==> config.mk <==
export PLATFORM = sky130hd
export DESIGN_NAME = main_memory_responder_flat
export DESIGN_NICKNAME = d
export VERILOG_FILES = /design/src/rtl/main_memory_responder_if.sv /design/src/rtl/main_memory_responder.sv /design/src/flat_wrapper.sv
export SDC_FILE = /design/constraint.sdc
export NUM_CORES = 1
export LEC_CHECK = 0
export CELL_PAD_IN_SITES_DETAIL_PLACEMENT = 1
export CELL_PAD_IN_SITES_GLOBAL_PLACEMENT = 1
export CORE_AREA = 2 2 184 186
export DETAILED_ROUTE_END_ITERATION = 10
export DIE_AREA = 0 0 186 188
export GPL_TIMING_DRIVEN = 0
export PLACE_DENSITY_LB_ADDON = 0.1
export SETUP_SLACK_MARGIN = 0.5
export SLEW_MARGIN = 40
export SYNTH_ARGS = -nofsm -noshare
export SYNTH_HDL_FRONTEND = slang
export SYNTH_SLANG_ARGS = --single-unit
==> constraint.sdc <==
create_clock -name clk -period 2.1 [get_ports clk]
set_input_delay 0.315 -clock clk [delete_from_list [all_inputs] [get_ports clk]]
set_output_delay 0.315 -clock clk [all_outputs]
set_load 0.01 [all_outputs]
==> src/rtl/main_memory_responder_if.sv <==
// main_memory_responder_if
//   Request/response bundle between a cache controller (master) and the
//   main-memory responder (slave).
//   master -> slave : load, store, loadIndex, dataIn
//   slave -> master : dataFromMain, doneLoading, busy
interface main_memory_responder_if #(
    parameter int ADDR_W = 4
);
    logic              load;
    logic              store;
    logic [ADDR_W-1:0] loadIndex;
    logic [63:0]       dataIn;
    logic [63:0]       dataFromMain;
    logic              doneLoading;
    logic              busy;

    modport master (
        output load, store, loadIndex, dataIn,
        input  dataFromMain, doneLoading, busy
    );

    modport slave (
        input  load, store, loadIndex, dataIn,
        output dataFromMain, doneLoading, busy
    );
endinterface

==> src/rtl/main_memory_responder.sv <==
// main_memory_responder
//   Main-memory model answering two-word line fills and writebacks from a
//   cache controller after a fixed access latency.
//   Ports:
//     clk   - rising-edge clock
//     reset - asynchronous active-low reset; restores the memory pattern
//     bus   - main_memory_responder_if.slave
//             load/store      : request strobes, sampled only when idle
//             loadIndex       : word address; line base = index mod DEPTH, bit0 cleared
//             dataIn          : writeback line {odd word, even word}
//             dataFromMain    : last loaded line, held until the next load
//             doneLoading     : one-cycle completion pulse (load and store)
//             busy            : request in flight (BUSY and DONE states)
module main_memory_responder #(
    parameter int DEPTH   = 8,
    parameter int ADDR_W  = 4,
    parameter int LATENCY = 4
) (
    input  logic                         clk,
    input  logic                         reset,
    main_memory_responder_if.slave       bus
);
    // A latency of 0 behaves like 1.
    localparam int LAT_EFF = (LATENCY < 1) ? 1 : LATENCY;
    localparam int IDX_W   = $clog2(DEPTH);
    localparam int CNT_W   = (LAT_EFF > 1) ? $clog2(LAT_EFF) : 1;

    localparam logic [CNT_W-1:0] CNT_INIT  = CNT_W'(LAT_EFF - 1);
    localparam logic [31:0]      EVEN_INIT = 32'hAAAAFFFF;
    localparam logic [31:0]      ODD_INIT  = 32'hFFFFAAAA;

    typedef enum logic [1:0] {
        S_IDLE,
        S_BUSY,
        S_DONE
    } state_e;

    state_e             state_q, state_d;
    logic [CNT_W-1:0]   cnt_q, cnt_d;
    logic               is_load_q, is_load_d;
    logic [IDX_W-1:0]   base_q, base_d;
    logic [63:0]        wdata_q, wdata_d;
    logic [63:0]        rdata_q, rdata_d;
    logic [31:0]        mem_q [DEPTH];
    logic [31:0]        mem_d [DEPTH];

    logic [IDX_W-1:0]   req_base;
    logic [IDX_W-1:0]   odd_addr;
    logic               unused_index_bits;

    // Index bits above log2(DEPTH) wrap away; bit0 is dropped to align the line.
    assign req_base          = bus.loadIndex[IDX_W-1:0] & ~IDX_W'(1);
    assign odd_addr          = base_q | IDX_W'(1);
    assign unused_index_bits = ^bus.loadIndex;

    always_comb begin
        // NOTE: every variable gets its hold value first so no path through the
        // case leaves one unassigned, which would otherwise infer a latch.
        state_d   = state_q;
        cnt_d     = cnt_q;
        is_load_d = is_load_q;
        base_d    = base_q;
        wdata_d   = wdata_q;
        rdata_d   = rdata_q;
        mem_d     = mem_q;

        case (state_q)
            S_IDLE: begin
                // Load has priority when both strobes are high; the store is dropped.
                if (bus.load || bus.store) begin
                    is_load_d = bus.load;
                    base_d    = req_base;
                    wdata_d   = bus.dataIn;
                    cnt_d     = CNT_INIT;
                    state_d   = S_BUSY;
                end
            end
            S_BUSY: begin
                // The access takes effect on the edge that enters DONE.
                if (cnt_q == '0) begin
                    state_d = S_DONE;
                    if (is_load_q) begin
                        rdata_d = {mem_q[odd_addr], mem_q[base_q]};
                    end else begin
                        mem_d[base_q]   = wdata_q[31:0];
                        mem_d[odd_addr] = wdata_q[63:32];
                    end
                end else begin
                    cnt_d = cnt_q - CNT_W'(1);
                end
            end
            S_DONE:  state_d = S_IDLE;
            default: state_d = S_IDLE;
        endcase
    end

    // NOTE: state registers use non-blocking assignments so every flop samples
    // the pre-edge values regardless of statement order.
    always_ff @(posedge clk or negedge reset) begin
        if (!reset) begin
            state_q   <= S_IDLE;
            cnt_q     <= '0;
            is_load_q <= 1'b0;
            base_q    <= '0;
            wdata_q   <= '0;
            rdata_q   <= '0;
            // NOTE: the storage array is reset on purpose: reset must restore the
            // known fill pattern, so it is built from flops rather than a RAM macro.
            for (int i = 0; i < DEPTH; i++) begin
                mem_q[i] <= (i % 2 == 1) ? ODD_INIT : EVEN_INIT;
            end
        end else begin
            state_q   <= state_d;
            cnt_q     <= cnt_d;
            is_load_q <= is_load_d;
            base_q    <= base_d;
            wdata_q   <= wdata_d;
            rdata_q   <= rdata_d;
            mem_q     <= mem_d;
        end
    end

    assign bus.dataFromMain = rdata_q;
    assign bus.doneLoading  = (state_q == S_DONE);
    assign bus.busy         = (state_q != S_IDLE);
endmodule

==> src/flat_wrapper.sv <==
// flat-port wrapper written by rule: the top's interface ports become plain ports
module main_memory_responder_flat 
#(
    parameter int DEPTH   = 8,
    parameter int ADDR_W  = 4,
    parameter int LATENCY = 4
)
  (clk, reset, bus_load, bus_store, bus_loadIndex, bus_dataIn, bus_dataFromMain, bus_doneLoading, bus_busy);
  main_memory_responder_if #(.ADDR_W(ADDR_W)) bus_i ();
  input  logic clk;
  input  logic reset;
  input wire logic [$bits(bus_i.load)-1:0] bus_load;
  input wire logic [$bits(bus_i.store)-1:0] bus_store;
  input wire logic [$bits(bus_i.loadIndex)-1:0] bus_loadIndex;
  input wire logic [$bits(bus_i.dataIn)-1:0] bus_dataIn;
  output wire logic [$bits(bus_i.dataFromMain)-1:0] bus_dataFromMain;
  output wire logic [$bits(bus_i.doneLoading)-1:0] bus_doneLoading;
  output wire logic [$bits(bus_i.busy)-1:0] bus_busy;
  assign bus_i.load = bus_load;
  assign bus_i.store = bus_store;
  assign bus_i.loadIndex = bus_loadIndex;
  assign bus_i.dataIn = bus_dataIn;
  assign bus_dataFromMain = bus_i.dataFromMain;
  assign bus_doneLoading = bus_i.doneLoading;
  assign bus_busy = bus_i.busy;
  main_memory_responder #(.DEPTH(DEPTH), .ADDR_W(ADDR_W), .LATENCY(LATENCY)) u_core (.clk(clk), .reset(reset), .bus(bus_i));
endmodule
* Word-level counts from Yosys, hierarchy flattened
Cells that the tools add are included.
** Storage, ports and cells
- Register bits after elaboration :: 391
- Input port bits :: 72
- Output and inout bits :: 66
- Word-level logic and storage cells :: 57
** Cells by class
- Add/subtract/negate cells :: 1
- $lt $le $gt $ge :: 4
- Eq/ne operators :: 5
- Multiplexer cells :: 18
- Bitwise gates (word level) :: 3
- Reduce and logical (&&, ||, !) cells :: 12
** Operators by type and width (number)
- $bwmux 256 :: 2
- $bmux 32 s3 :: 2
- $demux 32 s3 :: 2
- $mux 32 :: 6
- $reduce_and 3->1 :: 3
- $ge 4x4->1 const B :: 2
- $lt 4x1->1 const B :: 2
- $mux 2 :: 4
- $not 3->4 :: 2
- $pmux 2 s2 :: 2
- $logic_not 2->1 :: 2
- $ne 2x1->1 const B :: 2
- $reduce_and 2->1 :: 2
- $reduce_bool 2->1 :: 2
- $eq 2x1->1 const B :: 1
- $eq 2x2->1 const B :: 1
- $logic_and 1x1->1 :: 2
- $ne 2x2->1 const B :: 1
- $sub 2x1->2 const B :: 1
- $logic_or 1x1->1 :: 1
- $not 1->1 :: 1

* Depth between registers and ports, before layout
- Word-level depth :: 7
- Depth in mapped cells :: 7
- Depth with buffers taken out :: 5

* Worst setup path before layout
Ideal clock, no wire load.
- Path type :: flip-flop to flip-flop
- Start point :: register u_core.cnt_q[0]
- End point :: register u_core.mem_q[0] in the netlist's numbering
- Setup time :: 0.125 ns
- Data arrival time :: 1.611 ns
- Required time :: 1.975 ns
- Setup slack :: 0.364 ns
- Stages on the path, launching flop included :: 8
- Buffers on the path :: 2
- Period minus slack after synthesis :: 1.736 ns
- Cells stage by stage :: dfrtp_1 -> inv_1 -> ha_1 -> and4bb_1 -> and3_1 -> buf_4 -> buf_6 -> mux2_2
** Between the ends
- Word-level cells in the longest chain between the ends :: 2
** Ends and longest elaborated chain
- from (decl) :: RTL line main_memory_responder.sv:39 : logic [CNT_W-1:0] cnt_q, cnt_d;
- from (signal assigned) :: RTL line main_memory_responder.sv:114 : cnt_q <= cnt_d;
- $logic_not 2->1 :: RTL line main_memory_responder.sv:80 : if (cnt_q == '0) begin
- $reduce_and 3->1 (no line)
- to (signal, indexed assignment) :: RTL line main_memory_responder.sv:110 : mem_q[i] <= (i % 2 == 1) ? ODD_INIT : EVEN_INIT;
- to (signal assigned) :: RTL line main_memory_responder.sv:119 : mem_q <= mem_d;
- to (decl) :: RTL line main_memory_responder.sv:44 : logic [31:0] mem_q [DEPTH];
No other way between the ends.
A chain may end at the register's enable or synchronous reset.

* Worst setup path after layout
- Start point :: register u_core.cnt_q[1]
- End point :: register u_core.mem_q[66] in the netlist's numbering
The elaborated chain is that of the path after synthesis.

==> impl_metrics.ini <==
[run_status]
run_status = complete, no violations

[yosys]
synth.net_count = 992
syn_inst = 919
synthesis.yosys.warnings = 0
postSynthAreaPerCell_um2 = 17.7
synth_area_um2 = 16300
synth-seq-cells = 391
synth.largest_area_cell = sky130_fd_sc_hd__dfstp_2
post_synth_main_area_contributors = sky130_fd_sc_hd__dfstp_2, sky130_fd_sc_hd__dfrtp_1, sky130_fd_sc_hd__mux2_2
ys_seq_area_share_pct = 61.5
synth_top_cell_area_share_pct = 31.0
synthDistinctLibCells = 23

[clocking]
numClockSinks = 391
worstSkewPairLatency_ns = 0.54
cts.reportedPaths.clkPinSlew_ns = 0.06
clock_path_buffers = 3
cts.htree.levels = 2
cts_inserted_buffers = 43
cts.root.buffer_cell = sky130_fd_sc_hd__clkbuf_16
cts_tree = yes

[floorplanning]
die_x_um = 186
floorplan.die_area_um2 = 35000
design.core.area_um2 = 33100
initial_core_util_pct = 49.2
std_cell_rows = 67
die_height_um = 188
design.portCount = 138

[global_route]
groute.usage.overall_pct = 22.1
grt_pass1_wl_mm = 59.1
first_global_vias = 10100
overflow_left_after_global_routing = 0
antenna_violations_before_repair = 0
grt_max_degree = 73

[route]
routed_wl_mm = 41.6
antenna_violating_nets_left = 0
drt-pass1-iter-count = 4
met3WireLength_mm = 1.22
number_of_vias_after_detailed_routing = 9176
detail_route.drc_violations = 0
drt_first_iter_violations = 334
detail_route.wirelength.met1_mm = 18.8
route.detailed.wl_per_inst_um = 24.8
detailroute.wirelength.met2_mm = 21.0
viasPerCell = 5.46
top_layer = met4

[sta]
period_share_pct = 95.1
finalCriticalPeriod_ns = 2.00
max_transition_margin_pct = 75.5
finalSetupViolations = 0
hold_viol = 0
slew_violations = 0
rsz0062_at_grt = true
slew_at_the_pin_closest_to_its_max_slew_limit_ns = 0.367
fmax_ghz = 0.501
holdWs_ns = 0.215
fin_ws_ns = 0.104
clock_skew_ns = 0.0218

[critical_path]
crit_start = u_core.cnt_q[1]
crit_path_max_fanout = 5
startpoint_type_of_the_worst_setup_path = register
worstReg2RegStart = u_core.cnt_q[1]
critical-path-max-stage-delay_ns = 0.40
worstSetupPathType = reg -> reg
cp_top_family = buffers and inverters
cpMaxStageDelayCell = sky130_fd_sc_hd__dfrtp_1
critPathCaptureType = register
critical-path-top-cell-by-count = sky130_fd_sc_hd__buf_4
arrival_ns = 2.41
cp_data_required_time_ns = 2.51
cp_num_buf_inv = 5
critical_path.cell_chain = inv_1 -> ha_2 -> and4bb_2 -> buf_4 -> nand3b_1 -> buf_4 -> clkbuf_16 -> buf_12 -> mux2_2

[final_layout]
final_util_pct = 68.3
antennaDiodeCount = 0
area_delta_synth_final_pct = 38.7
mostFrequentLayoutCells = sky130_fd_sc_hd__mux2_2, sky130_fd_sc_hd__dfrtp_1, sky130_fd_sc_hd__dfstp_2, sky130_fd_sc_hd__mux2_4, sky130_fd_sc_hd__clkdlybuf4s50_1
layout.filler_cells = 2749
layout.cell_area.non_filler_um2 = 22600
mostFrequentLayoutCell = sky130_fd_sc_hd__mux2_2
layout-drive-gt1-share_pct = 70.6
fin_nets = 1273

[place]
place_ws_ns = -0.0568
placedInstanceArea_um2 = 18600
globalplace.congestion = 0.703
final_hpwl_dp_mm = 21.2
numPortBuffers = 135

[power_and_ir_drop]
vdd.ir_drop.worst_v = 0.000911
power_leakage_nw = 11.0
powerDensity_nw_per_um2 = 1430

[job]
drv.max_cap_violation_count = 0

[worst_hold_path]
timing.hold.worst.class = in -> async
worst paths after layout:
check	slack, ns	cells after the start	end
setup / recovery	0.10	9	u_core.mem_q[66]
hold / removal	0.21	2	u_core.mem_q[240]
setup reg to reg	0.10	9	u_core.mem_q[66]
hold reg to reg	0.50	1	u_core.bus.dataFromMain[37]
max in group asynchronous	0.69	5	u_core.mem_q[65]
min in group clk	0.40	2	u_core.wdata_q[7]
registers in the layout, indices dropped and copies added (netlist names):
| signal | cells |
|---|---|
| u_core.base_q | 2 |
| u_core.bus.dataFromMain | 64 |
| u_core.cnt_q | 2 |
| u_core.is_load_q | 1 |
| u_core.mem_q | 256 |
| u_core.state_q | 2 |
| u_core.wdata_q | 64 |
per-stage QoR:
step | total power (W) | std cells | setup TNS (ns)
finish | 0.0323 | 1681 | 0
global placement | 0.0218 | 1502 | -5401.02
global route | 0.0339 | 1681 | 0
floorplan | 0.0192 | 919 | 0
CTS | 0.0311 | 1644 | 0
detailed placement | 0.0222 | 1508 | -1.42
layer usage:
metal,track usage [%],up-vias
met5,0,-
met2,36.5,154
met3,3.19,55
met1,31.1,4999
met4,5.09,0
li1,-,3968
logic make-up (layout without fill, tap and decap cells):
kind of cell | after synthesis | count (layout) | share of synthesized area [%]
and+or+nand+nor | 15 | 15 | 0.530
AOI/OAI and AO/OA | 4 | 4 | 0.200
buffers and inverters | 58 | 372 | 2.17
muxes | 450 | 450 | 35.5
DFF | 391 | 391 | 61.5
adders and majority gates | 1 | 1 | 0.0768
where the power goes:
part | leakage [nW] | internal [W] | switching, W
sequential | 4.54 | 0.0115 | 0.00229
combinational | 5.79 | 0.00726 | 0.00392
clock | 0.674 | 0.00436 | 0.00296
total | 11.0 | 0.0232 | 0.00916
area by class of cell:
class | count | area, µm² | area share (%)
Clock inverter | 3 | 15.0 | 0.0664
Tap cell | 448 | 561 | 2.48
Inverter | 3 | 11.3 | 0.0498
Timing Repair Buffer | 236 | 3170 | 14.0
Multi-Input combinational cell | 470 | 6500 | 28.8
Buffer | 55 | 961 | 4.25
Clock buffer | 75 | 1360 | 6.01
Sequential cell | 391 | 10000 | 44.3
cell usage after synthesis (all sizes together):
library cell  number
a22o               1
a2bb2oi            1
and3               1
and3b              1
and4bb             1
buf               53
clkbuf             2
dfrtp            199
dfstp            192
ha                 1
inv                3
mux2             386
mux4              64
nand2              4
nand3b             2
nor2               4
nor2b              1
nor3b              1
o21a               1
o21bai             1
timing repair:
| item | in CTS | in global routing |
|---|---|---|
| pin swaps | 4 | 1 |
| resized for setup | 163 | 209 |
| setup buffers | 44 | 17 |
| hold buffers | 1 | 0 |
| endpoints found under the setup margin | 444 | 503 |
| hold endpoints to repair | 103 | 0 |
| cloned | 13 | 20 |
Note: power is estimated with default switching activity, not from simulation.
